===== config.mk =====
export PLATFORM = sky130hd
export DESIGN_NAME = uart_duplex_fifo_channel_flat
export DESIGN_NICKNAME = d
export VERILOG_FILES = /design/src/rtl/uart_pkg.sv /design/src/rtl/uart_duplex_fifo_channel_if.sv /design/src/rtl/uart_sync_fifo.sv /design/src/rtl/uart_duplex_fifo_channel.sv /design/src/flat_wrapper.sv
export SDC_FILE = /design/constraint.sdc
export NUM_CORES = 1
export LEC_CHECK = 0
export ABC_AREA = 1
export BUFFER_PORTS_ARGS = -buffer_cell sky130_fd_sc_hd__buf_4
export CELL_PAD_IN_SITES_DETAIL_PLACEMENT = 0
export CELL_PAD_IN_SITES_GLOBAL_PLACEMENT = 1
export CORE_MARGIN = 10
export CORE_UTILIZATION = 54
export CTS_CLUSTER_SIZE = 8
export DETAILED_ROUTE_END_ITERATION = 16
export GPL_ROUTABILITY_DRIVEN = 0
export MAX_ROUTING_LAYER = met4
export PLACE_DENSITY_LB_ADDON = 0.1
export SLEW_MARGIN = 20
export SYNTH_ARGS = -nofsm -noshare
export SYNTH_HDL_FRONTEND = slang
export SYNTH_HIERARCHICAL = 1
export SYNTH_SLANG_ARGS = --single-unit
export TNS_END_PERCENT = 30

===== constraint.sdc =====
create_clock -name clk -period 8 [get_ports clk]
set_input_delay 2 -clock clk [delete_from_list [all_inputs] [get_ports clk]]
set_output_delay 2 -clock clk [all_outputs]
set_load 0.05 [all_outputs]

===== src/rtl/uart_pkg.sv =====
`default_nettype none
// ============================================================================
// Module   : uart_pkg
// Brief    : Shared types and parity helpers for the buffered duplex UART.
// Revision : 1.0 - initial release
// ============================================================================
package uart_pkg;

    typedef enum logic [1:0] {
        PAR_NONE = 2'd0,
        PAR_EVEN = 2'd1,
        PAR_ODD  = 2'd2,
        PAR_RSVD = 2'd3
    } parity_e;

    typedef enum logic [2:0] {
        TX_IDLE   = 3'd0,
        TX_START  = 3'd1,
        TX_DATA   = 3'd2,
        TX_PARITY = 3'd3,
        TX_STOP   = 3'd4
    } tx_state_e;

    typedef enum logic [2:0] {
        RX_IDLE   = 3'd0,
        RX_START  = 3'd1,
        RX_DATA   = 3'd2,
        RX_PARITY = 3'd3,
        RX_STOP   = 3'd4
    } rx_state_e;

    function automatic logic parity_enabled(input parity_e mode);
        return (mode == PAR_EVEN) || (mode == PAR_ODD);
    endfunction

    // Callers zero-extend the payload to 9 bits, so the XOR covers exactly DATA_BITS.
    function automatic logic calc_parity(input logic [8:0] data, input parity_e mode);
        return (^data) ^ (mode == PAR_ODD);
    endfunction

endpackage
`default_nettype wire


===== src/rtl/uart_duplex_fifo_channel_if.sv =====
`default_nettype none
// ============================================================================
// Module   : uart_duplex_fifo_channel_if
// Brief    : FIFO-side bus of the UART channel (TX write port, RX read port).
// Revision : 1.0 - initial release
// ============================================================================
interface uart_duplex_fifo_channel_if #(
    parameter int DATA_BITS  = 8,
    parameter int FIFO_DEPTH = 16
);
    localparam int CW = $clog2(FIFO_DEPTH) + 1;

    logic                 tx_wr_en;
    logic [DATA_BITS-1:0] tx_wr_data;
    logic                 tx_full;
    logic [CW-1:0]        tx_count;
    logic                 rx_rd_en;
    logic [DATA_BITS-1:0] rx_rd_data;
    logic                 rx_empty;
    logic [CW-1:0]        rx_count;

    modport master (
        output tx_wr_en, tx_wr_data, rx_rd_en,
        input  tx_full, tx_count, rx_rd_data, rx_empty, rx_count
    );

    modport slave (
        input  tx_wr_en, tx_wr_data, rx_rd_en,
        output tx_full, tx_count, rx_rd_data, rx_empty, rx_count
    );
endinterface
`default_nettype wire


===== src/rtl/uart_sync_fifo.sv =====
`default_nettype none
// ============================================================================
// Module   : uart_sync_fifo
// Brief    : Single-clock first-word-fall-through FIFO with occupancy count.
// Revision : 1.0 - initial release
// ============================================================================
module uart_sync_fifo
    import uart_pkg::*;
#(
    parameter  int WIDTH = 8,
    parameter  int DEPTH = 16,
    localparam int CW    = $clog2(DEPTH) + 1
) (
    input  logic             clk,
    input  logic             rst,
    input  logic             i_wr_en,
    input  logic [WIDTH-1:0] i_wr_data,
    input  logic             i_rd_en,
    output logic [WIDTH-1:0] o_rd_data,
    output logic             o_full,
    output logic             o_empty,
    output logic [CW-1:0]    o_count
);
    localparam int c_AW = $clog2(DEPTH);

    logic [WIDTH-1:0] r_mem [DEPTH];
    logic [c_AW-1:0]  r_wr_ptr;
    logic [c_AW-1:0]  r_rd_ptr;
    logic [CW-1:0]    r_count;
    logic             w_wr;
    logic             w_rd;

    assign o_full  = (r_count == CW'(DEPTH));
    assign o_empty = (r_count == '0);
    assign o_count = r_count;

    // A pop frees the slot being written, so full+read+write is accepted.
    assign w_rd = i_rd_en && !o_empty;
    assign w_wr = i_wr_en && (!o_full || w_rd);

    assign o_rd_data = o_empty ? '0 : r_mem[r_rd_ptr];

    always_ff @(posedge clk) begin
        if (w_wr) begin
            r_mem[r_wr_ptr] <= i_wr_data;
        end
    end

    always_ff @(posedge clk or posedge rst) begin
        if (rst) begin
            r_wr_ptr <= '0;
            r_rd_ptr <= '0;
            r_count  <= '0;
        end else begin
            if (w_wr) r_wr_ptr <= r_wr_ptr + c_AW'(1);
            if (w_rd) r_rd_ptr <= r_rd_ptr + c_AW'(1);
            case ({w_wr, w_rd})
                2'b10:   r_count <= r_count + CW'(1);
                2'b01:   r_count <= r_count - CW'(1);
                default: r_count <= r_count;
            endcase
        end
    end
endmodule
`default_nettype wire


===== src/rtl/uart_duplex_fifo_channel.sv =====
`default_nettype none
// ============================================================================
// Module   : uart_duplex_fifo_channel
// Brief    : Full-duplex UART endpoint with TX/RX FIFOs, parity, errors, loopback.
// Revision : 1.0 - initial release
// ============================================================================
module uart_duplex_fifo_channel
    import uart_pkg::*;
#(
    parameter int CLK_FREQ   = 100_000_000,
    parameter int BAUD_RATE  = 19200,
    parameter int DATA_BITS  = 8,
    parameter int FIFO_DEPTH = 16,
    parameter int STOP_BITS  = 1
) (
    input  logic                         clk,
    input  logic                         rst,
    uart_duplex_fifo_channel_if.slave    bus,
    input  logic [1:0]                   parity_mode,
    input  logic                         loopback,
    input  logic                         err_clr,
    input  logic                         rx_serial_in,
    output logic                         tx_serial_out,
    output logic                         tx_busy,
    output logic                         tx_done,
    output logic                         rx_done,
    output logic                         parity_err,
    output logic                         frame_err,
    output logic                         overrun_err
);
    localparam int CLKS_PER_BIT = CLK_FREQ / BAUD_RATE;
    localparam int c_HALF_BIT   = CLKS_PER_BIT / 2;
    localparam int c_CNT_W      = $clog2(CLKS_PER_BIT + 1);
    localparam int c_BIT_W      = $clog2(DATA_BITS + 1);

    // ---------------- TX path ----------------
    tx_state_e              r_tx_state, w_tx_next;
    logic [c_CNT_W-1:0]     r_tx_cnt;
    logic [c_BIT_W-1:0]     r_tx_bit;
    logic [DATA_BITS-1:0]   r_tx_shift;
    parity_e                r_tx_mode;
    logic                   r_tx_par;
    logic [DATA_BITS-1:0]   w_tx_head;
    logic                   w_tx_empty;
    logic                   w_tx_pop;
    logic                   w_tx_done;
    logic                   w_tx_line;
    logic                   w_tx_tick;

    uart_sync_fifo #(.WIDTH(DATA_BITS), .DEPTH(FIFO_DEPTH)) u_tx_fifo (
        .clk       (clk),
        .rst       (rst),
        .i_wr_en   (bus.tx_wr_en),
        .i_wr_data (bus.tx_wr_data),
        .i_rd_en   (w_tx_pop),
        .o_rd_data (w_tx_head),
        .o_full    (bus.tx_full),
        .o_empty   (w_tx_empty),
        .o_count   (bus.tx_count)
    );

    assign w_tx_tick = (r_tx_cnt == c_CNT_W'(CLKS_PER_BIT - 1));

    always_ff @(posedge clk or posedge rst) begin
        if (rst) r_tx_state <= TX_IDLE;
        else     r_tx_state <= w_tx_next;
    end

    always_comb begin
        w_tx_next = r_tx_state;
        w_tx_pop  = 1'b0;
        w_tx_done = 1'b0;
        w_tx_line = 1'b1;
        case (r_tx_state)
            TX_IDLE: begin
                if (!w_tx_empty) begin
                    w_tx_pop  = 1'b1;
                    w_tx_next = TX_START;
                end
            end
            TX_START: begin
                w_tx_line = 1'b0;
                if (w_tx_tick) w_tx_next = TX_DATA;
            end
            TX_DATA: begin
                w_tx_line = r_tx_shift[0];
                if (w_tx_tick && (r_tx_bit == c_BIT_W'(DATA_BITS - 1)))
                    w_tx_next = parity_enabled(r_tx_mode) ? TX_PARITY : TX_STOP;
            end
            TX_PARITY: begin
                w_tx_line = r_tx_par;
                if (w_tx_tick) w_tx_next = TX_STOP;
            end
            TX_STOP: begin
                // Chain straight into the next START when more data is queued.
                if (w_tx_tick && (r_tx_bit == c_BIT_W'(STOP_BITS - 1))) begin
                    w_tx_done = 1'b1;
                    if (!w_tx_empty) begin
                        w_tx_pop  = 1'b1;
                        w_tx_next = TX_START;
                    end else begin
                        w_tx_next = TX_IDLE;
                    end
                end
            end
            default: w_tx_next = TX_IDLE;
        endcase
    end

    always_ff @(posedge clk or posedge rst) begin
        if (rst) begin
            r_tx_cnt   <= '0;
            r_tx_bit   <= '0;
            r_tx_shift <= '0;
            r_tx_mode  <= PAR_NONE;
            r_tx_par   <= 1'b0;
        end else begin
            if (r_tx_state == TX_IDLE || w_tx_tick) r_tx_cnt <= '0;
            else                                    r_tx_cnt <= r_tx_cnt + c_CNT_W'(1);
            if (w_tx_tick)
                r_tx_bit <= (w_tx_next != r_tx_state) ? '0 : r_tx_bit + c_BIT_W'(1);
            if (w_tx_pop) begin
                r_tx_shift <= w_tx_head;
                r_tx_mode  <= parity_e'(parity_mode);
                r_tx_par   <= calc_parity(9'(w_tx_head), parity_e'(parity_mode));
            end else if (r_tx_state == TX_DATA && w_tx_tick) begin
                r_tx_shift <= r_tx_shift >> 1;
            end
        end
    end

    assign tx_serial_out = loopback ? 1'b1 : w_tx_line;
    assign tx_busy       = (r_tx_state != TX_IDLE);
    assign tx_done       = w_tx_done;

    // ---------------- RX path ----------------
    rx_state_e              r_rx_state, w_rx_next;
    logic [1:0]             r_sync;
    logic                   r_rx_prev;
    logic [c_CNT_W-1:0]     r_rx_cnt;
    logic [c_BIT_W-1:0]     r_rx_bit;
    logic [DATA_BITS-1:0]   r_rx_shift;
    parity_e                r_rx_mode;
    logic                   r_rx_par_bad;
    logic                   r_parity_err, r_frame_err, r_overrun_err;
    logic                   w_rx_pin, w_rx_line, w_rx_fall, w_rx_tick, w_rx_full;
    logic                   w_rx_push, w_set_parity, w_set_frame, w_set_overrun;

    assign w_rx_pin  = loopback ? w_tx_line : rx_serial_in;
    assign w_rx_line = r_sync[1];
    assign w_rx_fall = r_rx_prev && !w_rx_line;
    assign w_rx_tick = (r_rx_state == RX_START) ? (r_rx_cnt == c_CNT_W'(c_HALF_BIT - 1))
                                                : (r_rx_cnt == c_CNT_W'(CLKS_PER_BIT - 1));

    uart_sync_fifo #(.WIDTH(DATA_BITS), .DEPTH(FIFO_DEPTH)) u_rx_fifo (
        .clk       (clk),
        .rst       (rst),
        .i_wr_en   (w_rx_push),
        .i_wr_data (r_rx_shift),
        .i_rd_en   (bus.rx_rd_en),
        .o_rd_data (bus.rx_rd_data),
        .o_full    (w_rx_full),
        .o_empty   (bus.rx_empty),
        .o_count   (bus.rx_count)
    );

    always_ff @(posedge clk or posedge rst) begin
        if (rst) r_rx_state <= RX_IDLE;
        else     r_rx_state <= w_rx_next;
    end

    always_comb begin
        w_rx_next     = r_rx_state;
        w_rx_push     = 1'b0;
        w_set_parity  = 1'b0;
        w_set_frame   = 1'b0;
        w_set_overrun = 1'b0;
        case (r_rx_state)
            RX_IDLE:   if (w_rx_fall) w_rx_next = RX_START;
            RX_START:  if (w_rx_tick) w_rx_next = w_rx_line ? RX_IDLE : RX_DATA;
            RX_DATA: begin
                if (w_rx_tick && (r_rx_bit == c_BIT_W'(DATA_BITS - 1)))
                    w_rx_next = parity_enabled(r_rx_mode) ? RX_PARITY : RX_STOP;
            end
            RX_PARITY: if (w_rx_tick) w_rx_next = RX_STOP;
            RX_STOP: begin
                // Leave at the stop-bit centre so the next start edge is not missed.
                if (w_rx_tick) begin
                    w_rx_next = RX_IDLE;
                    if (!w_rx_line) begin
                        w_set_frame = 1'b1;
                    end else if (w_rx_full && !bus.rx_rd_en) begin
                        w_set_overrun = 1'b1;
                    end else begin
                        w_rx_push    = 1'b1;
                        w_set_parity = r_rx_par_bad;
                    end
                end
            end
            default: w_rx_next = RX_IDLE;
        endcase
    end

    always_ff @(posedge clk or posedge rst) begin
        if (rst) begin
            r_sync        <= 2'b11;
            r_rx_prev     <= 1'b1;
            r_rx_cnt      <= '0;
            r_rx_bit      <= '0;
            r_rx_shift    <= '0;
            r_rx_mode     <= PAR_NONE;
            r_rx_par_bad  <= 1'b0;
            r_parity_err  <= 1'b0;
            r_frame_err   <= 1'b0;
            r_overrun_err <= 1'b0;
        end else begin
            r_sync    <= {r_sync[0], w_rx_pin};
            r_rx_prev <= w_rx_line;
            if (r_rx_state == RX_IDLE || w_rx_tick) r_rx_cnt <= '0;
            else                                    r_rx_cnt <= r_rx_cnt + c_CNT_W'(1);
            if (w_rx_tick)
                r_rx_bit <= (w_rx_next != r_rx_state) ? '0 : r_rx_bit + c_BIT_W'(1);
            if (r_rx_state == RX_IDLE && w_rx_fall) begin
                r_rx_mode    <= parity_e'(parity_mode);
                r_rx_par_bad <= 1'b0;
            end
            if (r_rx_state == RX_DATA && w_rx_tick)
                r_rx_shift <= {w_rx_line, r_rx_shift[DATA_BITS-1:1]};
            if (r_rx_state == RX_PARITY && w_rx_tick)
                r_rx_par_bad <= (w_rx_line != calc_parity(9'(r_rx_shift), r_rx_mode));
            // Sticky flags: a set event in the same cycle as err_clr wins.
            if (w_set_parity)  r_parity_err  <= 1'b1; else if (err_clr) r_parity_err  <= 1'b0;
            if (w_set_frame)   r_frame_err   <= 1'b1; else if (err_clr) r_frame_err   <= 1'b0;
            if (w_set_overrun) r_overrun_err <= 1'b1; else if (err_clr) r_overrun_err <= 1'b0;
        end
    end

    assign rx_done     = w_rx_push;
    assign parity_err  = r_parity_err;
    assign frame_err   = r_frame_err;
    assign overrun_err = r_overrun_err;
endmodule
`default_nettype wire


===== src/flat_wrapper.sv =====
// flat-port wrapper written by rule: the top's interface ports become plain ports
module uart_duplex_fifo_channel_flat import uart_pkg::*;
#(
    parameter int CLK_FREQ   = 100_000_000,
    parameter int BAUD_RATE  = 19200,
    parameter int DATA_BITS  = 8,
    parameter int FIFO_DEPTH = 16,
    parameter int STOP_BITS  = 1
)
  (clk, rst, parity_mode, loopback, err_clr, rx_serial_in, tx_serial_out, tx_busy, tx_done, rx_done, parity_err, frame_err, overrun_err, bus_tx_wr_en, bus_tx_wr_data, bus_rx_rd_en, bus_tx_full, bus_tx_count, bus_rx_rd_data, bus_rx_empty, bus_rx_count);
  uart_duplex_fifo_channel_if #(.DATA_BITS(DATA_BITS), .FIFO_DEPTH(FIFO_DEPTH)) bus_i ();
  input  logic clk;
  input  logic rst;
  input  logic [1:0] parity_mode;
  input  logic loopback;
  input  logic err_clr;
  input  logic rx_serial_in;
  output logic tx_serial_out;
  output logic tx_busy;
  output logic tx_done;
  output logic rx_done;
  output logic parity_err;
  output logic frame_err;
  output logic overrun_err;
  input wire logic [$bits(bus_i.tx_wr_en)-1:0] bus_tx_wr_en;
  input wire logic [$bits(bus_i.tx_wr_data)-1:0] bus_tx_wr_data;
  input wire logic [$bits(bus_i.rx_rd_en)-1:0] bus_rx_rd_en;
  output wire logic [$bits(bus_i.tx_full)-1:0] bus_tx_full;
  output wire logic [$bits(bus_i.tx_count)-1:0] bus_tx_count;
  output wire logic [$bits(bus_i.rx_rd_data)-1:0] bus_rx_rd_data;
  output wire logic [$bits(bus_i.rx_empty)-1:0] bus_rx_empty;
  output wire logic [$bits(bus_i.rx_count)-1:0] bus_rx_count;
  assign bus_i.tx_wr_en = bus_tx_wr_en;
  assign bus_i.tx_wr_data = bus_tx_wr_data;
  assign bus_i.rx_rd_en = bus_rx_rd_en;
  assign bus_tx_full = bus_i.tx_full;
  assign bus_tx_count = bus_i.tx_count;
  assign bus_rx_rd_data = bus_i.rx_rd_data;
  assign bus_rx_empty = bus_i.rx_empty;
  assign bus_rx_count = bus_i.rx_count;
  uart_duplex_fifo_channel #(.CLK_FREQ(CLK_FREQ), .BAUD_RATE(BAUD_RATE), .DATA_BITS(DATA_BITS), .FIFO_DEPTH(FIFO_DEPTH), .STOP_BITS(STOP_BITS)) u_core (.clk(clk), .rst(rst), .bus(bus_i), .parity_mode(parity_mode), .loopback(loopback), .err_clr(err_clr), .rx_serial_in(rx_serial_in), .tx_serial_out(tx_serial_out), .tx_busy(tx_busy), .tx_done(tx_done), .rx_done(rx_done), .parity_err(parity_err), .frame_err(frame_err), .overrun_err(overrun_err));
endmodule

# == Word level (Yosys, flattened, before mapping) ==
# Memory sizes are Yosys's and may differ from the RTL's.
# Index checks and enable logic that the tools add are counted.
# Widths: inputs -> output; s select.
# op_classes
addsub,12
eq_ne,27
muxes,60
n_bitwise,2
n_reduce_logical,40
# ops
cell,n
$mux 3,12
$mux 1,33
$mux 8,4
$pmux 3 s5,2
$add 13x1->13 const B,2
$eq 13x13->1 const B,2
$mux 13,2
$add 4x1->4 const B,6
$pmux 5 s2,2
$reduce_xor 9->1,2
$reduce_bool 2->1,7
$eq 13x12->1 const B,1
$logic_and 1x1->1,13
$eq 3x2->1 const B,4
$add 5x1->5 const B,2
$eq 2x2->1 const B,5
$eq 5x5->1 const B,2
$logic_not 5->1,2
$sub 5x1->5 const B,2
$eq 2x1->1 const B,4
$eq 4x3->1 const B,2
$mux 4,2
$eq 3x1->1 const B,2
$eq 3x3->1 const B,2
other kinds (11),24
# word_totals
ff_bits,94
ramBits,256
in_bits,17
output_inout_bits,27
wordCells,166
mem_count,2
# mem_list
memory,depth,width,rd,rd_clocked_by_memory_dff,write_ports,line_no,text
u_core.u_rx_fifo.r_mem,16,8,1,0,1,uart_sync_fifo.sv:26,logic [WIDTH-1:0] r_mem [DEPTH];
u_core.u_tx_fifo.r_mem,16,8,1,0,1,uart_sync_fifo.sv:26,

# == Depth between registers and ports, before layout ==
# Gate-level depths: netlist of the first run.
# depth
ltp_word,9
depth_mapped,21
depth_no_buf,21

# == Hierarchy ==
# Netlist of the first run, hierarchy kept.
# by_module_without_submodules
module,instances,cells_each,area_each_um2,seq_area_each_um2
uart_sync_fifo,2,529,6045.8,4169.0
uart_duplex_fifo_channel,1,425,3669.8,1705.4

# == Least setup slack after synthesis of the first run ==
# No wires, ideal clock.
# synth_path
path_type,input -> output
start,input port bus_rx_rd_en
end,output port rx_done
t_arrival_ns,2.852
required_ns,6.000
path_slack_ns,3.148
cell_stages,2
path_buffers,0
cell_sequence,nor2_1 > nor2_1
# synth_between
elab_chain_len,6
# synth_lines
element,line_no,text
"start, declared",flat_wrapper.sv:27,input wire logic [$bits(bus_i.rx_rd_en)-1:0] bus_rx_rd_en;
$logic_not 1->1,uart_duplex_fifo_channel.sv:192,end else if (w_rx_full && !bus.rx_rd_en) begin
$logic_and 1x1->1,uart_duplex_fifo_channel.sv:192,
$mux 1,uart_duplex_fifo_channel.sv:192,
$mux 1,uart_duplex_fifo_channel.sv:190,if (!w_rx_line) begin
$mux 1,uart_duplex_fifo_channel.sv:188,if (w_rx_tick) begin
$mux 1,uart_duplex_fifo_channel.sv:178,case (r_rx_state)
"end, declared",flat_wrapper.sv:21,output logic rx_done;
# Every way passes these cells.

# == Worst setup path after layout of the first run ==
# layout_path
start,register u_core.u_rx_fifo.r_rd_ptr[0]
end,output port bus_rx_rd_data[0]
# layout_between
elab_chain_len,2
# layout_lines
element,line_no,text
"start, declared",uart_sync_fifo.sv:28,logic [c_AW-1:0] r_rd_ptr;
"start signal, assigned",uart_sync_fifo.sv:56,if (w_rd) r_rd_ptr <= r_rd_ptr + c_AW'(1);
$mem_v2 16x8,-,
$mux 8,uart_sync_fifo.sv:41,assign o_rd_data = o_empty ? '0 : r_mem[r_rd_ptr];
"end, declared",flat_wrapper.sv:30,output wire logic [$bits(bus_i.rx_rd_data)-1:0] bus_rx_rd_data;
# Every way passes these cells.

==> results.md, run 1 <==
- Delay-heaviest family, CP: buffers and inverters
- Remaining antenna violation count: 0
- Async set-reset flop share out of synthesis: 0.269
- Post-synthesis register bit count: 350
- 1st-iter DRT viols: 813
- Detailed-route via count: between 10,000 and 15,000
- Overall die width: 191 µm
- Placement Rows: 62
- Maximum fanout along the worst path: 67
- CTS tree: yes
- Antenna violations before repair: 0
- Slowest-stage cell, CP: sky130_fd_sc_hd__clkinv_2
- DIE AREA: 36,400 µm²
- Clk_skew: 18.8 ps
- Sinks on the clock net: 350
- Count of unique library cells instantiated by Yosys: 47
- Maximum vdd drop: about 0.24 mV
- Per-cell routed wire length: 17.2 µm
- Maximum clock path buffer count: 3
- Most frequently used flop master after synthesis: sky130_fd_sc_hd__edfxtp_1
- Kind of start point of the critical path: flip-flop
- Share of cells above drive strength 1: 0.117
- Number of buffers inserted by port buffering: 43
- Final design area excluding fillers: 17,700 µm²
- Final period utilization: 0.685
- Leakage power total: roughly 7.3 nW
- Biggest area contributors in the synthesized netlist: sky130_fd_sc_hd__edfxtp_1 49%, sky130_fd_sc_hd__dfrtp_1 14%, sky130_fd_sc_hd__nand2_1 10%
- Final critical-path required period: 5480 ps
- Count of antenna diodes in the layout: 0
- Number of flops mapped to enable cells by yosys: about 260
- Upper clock frequency limit: 183 MHz
- Total global routing track utilization: 0.192
- Final net count: 1,574
- Hold Vio Cnt, Final: 0
- Number of CTS-inserted buffers: about 50
- Worst EP arrival: 3480 ps
- Syn_nets: 1,524
- Via density per instance: 5.34
- Total of max-cap violations: 0
- Bufs and invs on worst path: 3
- Worst-margin pin slew: about 1000 ps
- Number of global-route vias before repair: between 10,000 and 15,000
- First-pass detailed-route iteration total: 5
- Mapped Cells: 1,483
- Max-Slew Margin vs Limit: 0.326
- List of most frequent post-synthesis cells: 435 x sky130_fd_sc_hd__nand2_1, 256 x sky130_fd_sc_hd__edfxtp_1, 226 x sky130_fd_sc_hd__nand3_1
- Path type of the worst min-delay path: flip-flop to flip-flop
- FF-to-FF setup slack: 4630 ps
- Area Growth Syn to Fin: 12.3%
- Power density over the cells: 296 nW/µm²
- Top cell type by total area after synthesis: sky130_fd_sc_hd__edfxtp_1
- CTS H-Tree Depth: 2
- Detailed-route DRC error count: 0
- Unrepaired setup endpoints after global routing: no
- Clock network latency to the later pin of the worst-skew pair: approximately 550 ps
- Die H: between 150 and 200 µm
- Slew Viols, Final: 0
- Outcome: complete, no violations
- Hold-fix buffers at CTS: 0
- Slowest stage delay, CP: 990 ps
- Detail Placement HPWL: 21.2 mm
- Most common cell on crit path: sky130_fd_sc_hd__nand2_1
- Final number of setup-violating endpoints: 0
- Portion of the post-synthesis area used by sequential elements: 0.637
- Global-route wire length before repair: 54.4 mm
- Syn_area_per_cell: 10.6 µm²
- Critical Path RT: approximately 6000 ps
- Resized cells post-CTS: 0
- Total setup buffers inserted after CTS: 0
- Clock input transition at the sequential cells of the worst setup and hold paths: approximately 50 ps
- # IOs: 44
- Area after DPL: about 16,000 µm²
- Type of the worst setup path: flip-flop to output port
- Largest net degree at the start of global routing: between 60 and 70
- Most common cell in the netlist: sky130_fd_sc_hd__nand2_1
- Number of fill cells in the layout: 2,380
- Core box area: around 29,000 µm²
- Routed wire length: 33.7 mm
- Cell chain of the critical path: buf_4 -> clkinv_2 -> nand2_1 -> nand3_1 -> nand3_1 -> nand2_1 -> nand2_1 -> a21oi_1 -> buf_4
- Starting utilization of the core area: 0.548
- Clock root cell: sky130_fd_sc_hd__clkbuf_16
- Total negative slack for setup checks: 0 ps
- Remaining Overflow, GRT: 0
- Total number of yosys warnings: 6
- Kind of end point of the critical path: output port
- Post-synthesis cell area: around 16,000 µm²
- Proportion of netlist area held by the largest area contributor: 0.488
## placed cells by master, fill, tap and decap left out, types with 34 or more instances in the layout
| master | n |
|---|---|
| sky130_fd_sc_hd__buf_4 | 51 |
| sky130_fd_sc_hd__clkbuf_16 | 50 |
| sky130_fd_sc_hd__edfxtp_1 | 256 |
| sky130_fd_sc_hd__nor2_1 | 96 |
| sky130_fd_sc_hd__inv_1 | 82 |
| sky130_fd_sc_hd__dfrtp_1 | 89 |
| sky130_fd_sc_hd__nand3_1 | 226 |
| sky130_fd_sc_hd__a21oi_1 | 34 |
| sky130_fd_sc_hd__nand2_1 | 435 |
| sky130_fd_sc_hd__clkbuf_1 | 37 |
## state kept, by name, summed over array words and instances (netlist names), 5 cells and up
| signal | count |
|---|---|
| u_core/u_rx_fifo/r_mem | 128 |
| u_core/u_tx_fifo/r_mem | 128 |
| u_core/r_rx_cnt | 13 |
| u_core/r_tx_cnt | 13 |
| u_core/r_rx_shift | 8 |
| u_core/r_tx_shift | 8 |
| u_core/u_rx_fifo/o_count | 5 |
| u_core/u_tx_fifo/o_count | 5 |
## final cells by class
class,count,area [µm²],area share
clock buffers,87,1390,0.0786
clock inverters,2,36.3,0.00205
inverters,103,393,0.0222
multi-input cells,978,4970,0.281
flip-flops and latches,350,10000,0.568
well taps,384,480,0.0272
repair buffers,51,383,0.0216
## through the flow
stage	hold slack, ps	util	cells	total power (W)	worst slack (ps)
final	361	0.615	1955	0.00524	2520
after global routing	360	0.615	1955	0.00549	2270
after CTS	358	0.615	1955	0.00530	2720
after detailed placement	350	0.565	1866	0.00339	3250
after global placement	346	0.565	1866	0.00337	3280
after floorplan	345	-	1483	0.00308	3150
## final timing paths
path | to | cells past startpoint | startpoint
worst min register to register | u_core/r_sync[1]$_DFF_PP1_ | 0 | u_core/r_sync[0]$_DFF_PP1_
worst max register to register | u_core/u_rx_fifo/r_mem[2][0]$_DFFE_PP_ | 9 | u_core/r_rx_cnt[0]$_DFF_PP0_
max in group asynchronous | u_core/r_tx_par$_DFFE_PP0P_ | 3 | rst
worst min-delay path | u_core/r_sync[1]$_DFF_PP1_ | 0 | u_core/r_sync[0]$_DFF_PP1_
worst max-delay path | bus_rx_rd_data[0] | 9 | u_core/u_rx_fifo/r_rd_ptr[0]$_DFFE_PP0N_
min in group asynchronous | u_core/r_tx_state[2]$_DFF_PP0_ | 2 | rst
## report_power, final
group	leakage [nW]	total [W]	internal, W	switching [W]
clock	0.677	0.00189	0.00116	0.000727
sequential	3.83	0.00218	0.00208	0.000104
combinational	2.80	0.00117	0.000336	0.000834
## logic make-up after synthesis
group                    count (synthesis)  synth area share
AND/OR/NAND/NOR                        833             0.239
flip-flops                             350             0.637
buffers and inverters                  155            0.0477
AO/OA/AOI/OAI                           72            0.0268
XOR/XNOR                                43            0.0248
adder cells (fa/ha/maj)                 24            0.0200
multiplexers                             6           0.00429
## metal layers
| metal | wire length (µm) | track usage | share of wire |
|---|---|---|---|
| met1 | 15100 | 0.252 | 0.45 |
| met2 | 16300 | 0.307 | 0.48 |
| met3 | 1630 | 0.0265 | 0.048 |
| met4 | 742 | 0.0566 | 0.022 |
| met5 | 0 | - | 0 |
Power figures use the tool's default switching activity.
==> run 2, diff against run 1 <==
--- a/config.mk
+++ b/config.mk
@@ -10,7 +10,7 @@
 export CELL_PAD_IN_SITES_DETAIL_PLACEMENT = 0
 export CELL_PAD_IN_SITES_GLOBAL_PLACEMENT = 1
 export CORE_MARGIN = 10
-export CORE_UTILIZATION = 54
+export CORE_UTILIZATION = 50
 export CTS_CLUSTER_SIZE = 8
 export DETAILED_ROUTE_END_ITERATION = 16
 export GPL_ROUTABILITY_DRIVEN = 0
==> constraint.sdc (replaced) <==
create_clock -name clk -period 5.7 [get_ports clk]
set_input_delay 1.425 -clock clk [delete_from_list [all_inputs] [get_ports clk]]
set_output_delay 1.425 -clock clk [all_outputs]
set_load 0.05 [all_outputs]
==> run 2 against run 1 <==
Global-route usage decreased by 0.48 points. Die area increased by 7.1%. Core utilization decreased by 4.3 points. Cell area decreased by 0.37%. Routed wire length increased by 4.1%. Sequential share of layout area increased by 0.21 points. Via count increased by 0.21%. Count of clock-buffer cells in the layout decreased by 13. Register-to-register slack got worse by 2300 ps. Power increased by 39%. Critical path type unchanged.
==> results.md, run 2 (synthesized netlist as in run 1, its figures left out) <==
- Outcome: complete, no violations
- Pwr Total: 0.00728 W
- Total global routing track utilization: 0.187
- Number of buffers inserted by port buffering: 43
- Type of the worst setup path: flip-flop to output port
- Maximum fanout along the worst path: 18
- Placement-stage worst setup slack: 2040 ps
- Detailed-route DRC error count: 0
- First-pass detailed-route iteration total: 4
- Leading cell types in the layout, fill and taps excluded: 435 x sky130_fd_sc_hd__nand2_1, 256 x sky130_fd_sc_hd__edfxtp_1, 226 x sky130_fd_sc_hd__nand3_1, 96 x sky130_fd_sc_hd__nor2_1, 89 x sky130_fd_sc_hd__dfrtp_1
- Global-route wire length before repair: 56.4 mm
- 1st-iter DRT viols: 528
- Count of antenna diodes in the layout: 0
- Final period utilization: 0.716
- Detailed-route via count: around 10,000
- Slew Viols, Final: 0
- First element of the critical path: u_core/u_rx_fifo/r_rd_ptr[2]$_DFFE_PP0N_
- Clk_skew: 15.9 ps
- Die H: 198 µm
- Finished Core Util: 0.572
- Upper clock frequency limit: 245 MHz
- Per-cell routed wire length: 17.9 µm
- Maximum clock path buffer count: 3
- Path type of the worst min-delay path: flip-flop to flip-flop
- Kind of end point of the critical path: output port
- HP Start: u_core/r_sync[0]$_DFF_PP1_
- Number of CTS-inserted buffers: 49
- Antenna violations before repair: 0
- Leading cell type in the layout, fill and taps excluded: sky130_fd_sc_hd__nand2_1
- Critical Path RT: 4280 ps
- Clock root cell: sky130_fd_sc_hd__clkbuf_16
- Kind of start point of the critical path: flip-flop
- DIE AREA: 39,000 µm²
- Starting utilization of the core area: 0.511
- Maximum vdd drop: 0.415 mV
- Number of global-route vias before repair: between 10,000 and 15,000
- Clock input transition at the sequential cells of the worst setup and hold paths: ~50 ps
- Routed wire length: 35.1 mm
- Final critical-path required period: 4080 ps
- Overall die width: 198 µm
- Via density per instance: between 5 and 6
- Remaining antenna violation count: 0
- Total setup buffers inserted after CTS: 0
- CTS tree: yes
- Sinks on the clock net: 350
- Biggest registers after layout: u_core/u_rx_fifo/r_mem x128, u_core/u_tx_fifo/r_mem x128
- Worst-margin pin slew: 967 ps
- Resized cells post-CTS: 0
- Power density over the cells: 413 nW/µm²
- Area Growth Syn to Fin: 11.8%
- Fin Hold WS: 356 ps
- Startpoint of the worst-slack reg-to-reg timing path: u_core/u_tx_fifo/r_rd_ptr[0]$_DFFE_PP0N_
- Share of cells above drive strength 1: 0.117
- Hold Vio Cnt, Final: 0
- Total negative slack for setup checks: 0 ps
- Clock network latency to the later pin of the worst-skew pair: around 540 ps
- Final net count: 1,575
- Hold-fix buffers at CTS: 0
- Core box area: 30,800 µm²
- Remaining Overflow, GRT: 0
- Worst EP arrival: between 2000 and 3000 ps
- Placement Rows: 64
- Leakage power total: slightly above 7 nW
- Max-Slew Margin vs Limit: 0.355
- # IOs: 44
- Unrepaired setup endpoints after global routing: no
- Slack of the critical path: roughly 1600 ps
- Final number of setup-violating endpoints: 0
- CTS H-Tree Depth: 2
- Largest net degree at the start of global routing: between 60 and 70
- Detail Placement HPWL: 22.3 mm
- Total of max-cap violations: 0
- Number of fill cells in the layout: 2,616
-- run 2: cell count changes in the layout (fill, tap and decap cells not counted) --
cell                        change
sky130_fd_sc_hd__clkbuf_16      -1
sky130_fd_sc_hd__clkinv_8       -1
sky130_fd_sc_hd__clkbuf_1      -12
sky130_fd_sc_hd__inv_1          +1
sky130_fd_sc_hd__inv_6          +2
sky130_fd_sc_hd__inv_16         -1
sky130_fd_sc_hd__inv_2          -1
sky130_fd_sc_hd__buf_4          +1
-- run 2: path summary, 6_finish.rpt --
| check | cells after the start | slack, ps | end |
|---|---|---|---|
| worst min register to register | 0 | 360 | u_core/r_sync[1]$_DFF_PP1_ |
| worst min-delay path | 0 | 360 | u_core/r_sync[1]$_DFF_PP1_ |
| worst max register to register | 13 | 2340 | u_core/r_tx_par$_DFFE_PP0P_ |
| max in group asynchronous | 3 | 3730 | u_core/r_rx_shift[1]$_DFFE_PP0P_ |
| worst max-delay path | 6 | 1620 | bus_rx_rd_data[6] |
| min in group asynchronous | 2 | 1000 | u_core/u_tx_fifo/r_rd_ptr[0]$_DFFE_PP0N_ |
-- run 2: final cells by class --
type	count	area [µm²]	share of cell area
Tap cell	396	495	0.0281
Clock buffer	74	1320	0.0749
Inverter	103	393	0.0223
Clock inverter	2	17.5	0.000994
Multi-Input combinational cell	978	4970	0.282
Sequential cell	350	10000	0.570
Timing Repair Buffer	52	390	0.0221
-- run 2: metal layers --
metal,routed length [µm],GRT usage
met5,0,-
met4,781,0.0555
met3,1640,0.0261
met2,17100,0.301
met1,15600,0.244
-- run 2: critical path: stages, from the launching register on --
cell,delay [ps]
sky130_fd_sc_hd__dfrtp_1,760
sky130_fd_sc_hd__clkinv_1,650
sky130_fd_sc_hd__nand3_1,240
sky130_fd_sc_hd__nand2_1,80
sky130_fd_sc_hd__nand2_1,70
sky130_fd_sc_hd__a21oi_1,100
sky130_fd_sc_hd__buf_4,210
-- run 2: power by group --
part | total (W) | switching (W) | internal, W
Combinational | 0.00166 | 0.00118 | 0.000474
Clock | 0.00257 | 0.00100 | 0.00157
Sequential | 0.00306 | 0.000145 | 0.00291
-- run 2: through the flow --
| stage | area (µm²) | instances |
|---|---|---|
| after floorplan | 15800 | 1483 |
| after global placement | 16300 | 1879 |
| after detailed placement | 16300 | 1879 |
| after CTS | 17600 | 1955 |
| after global routing | 17600 | 1955 |
| final | 17600 | 1955 |
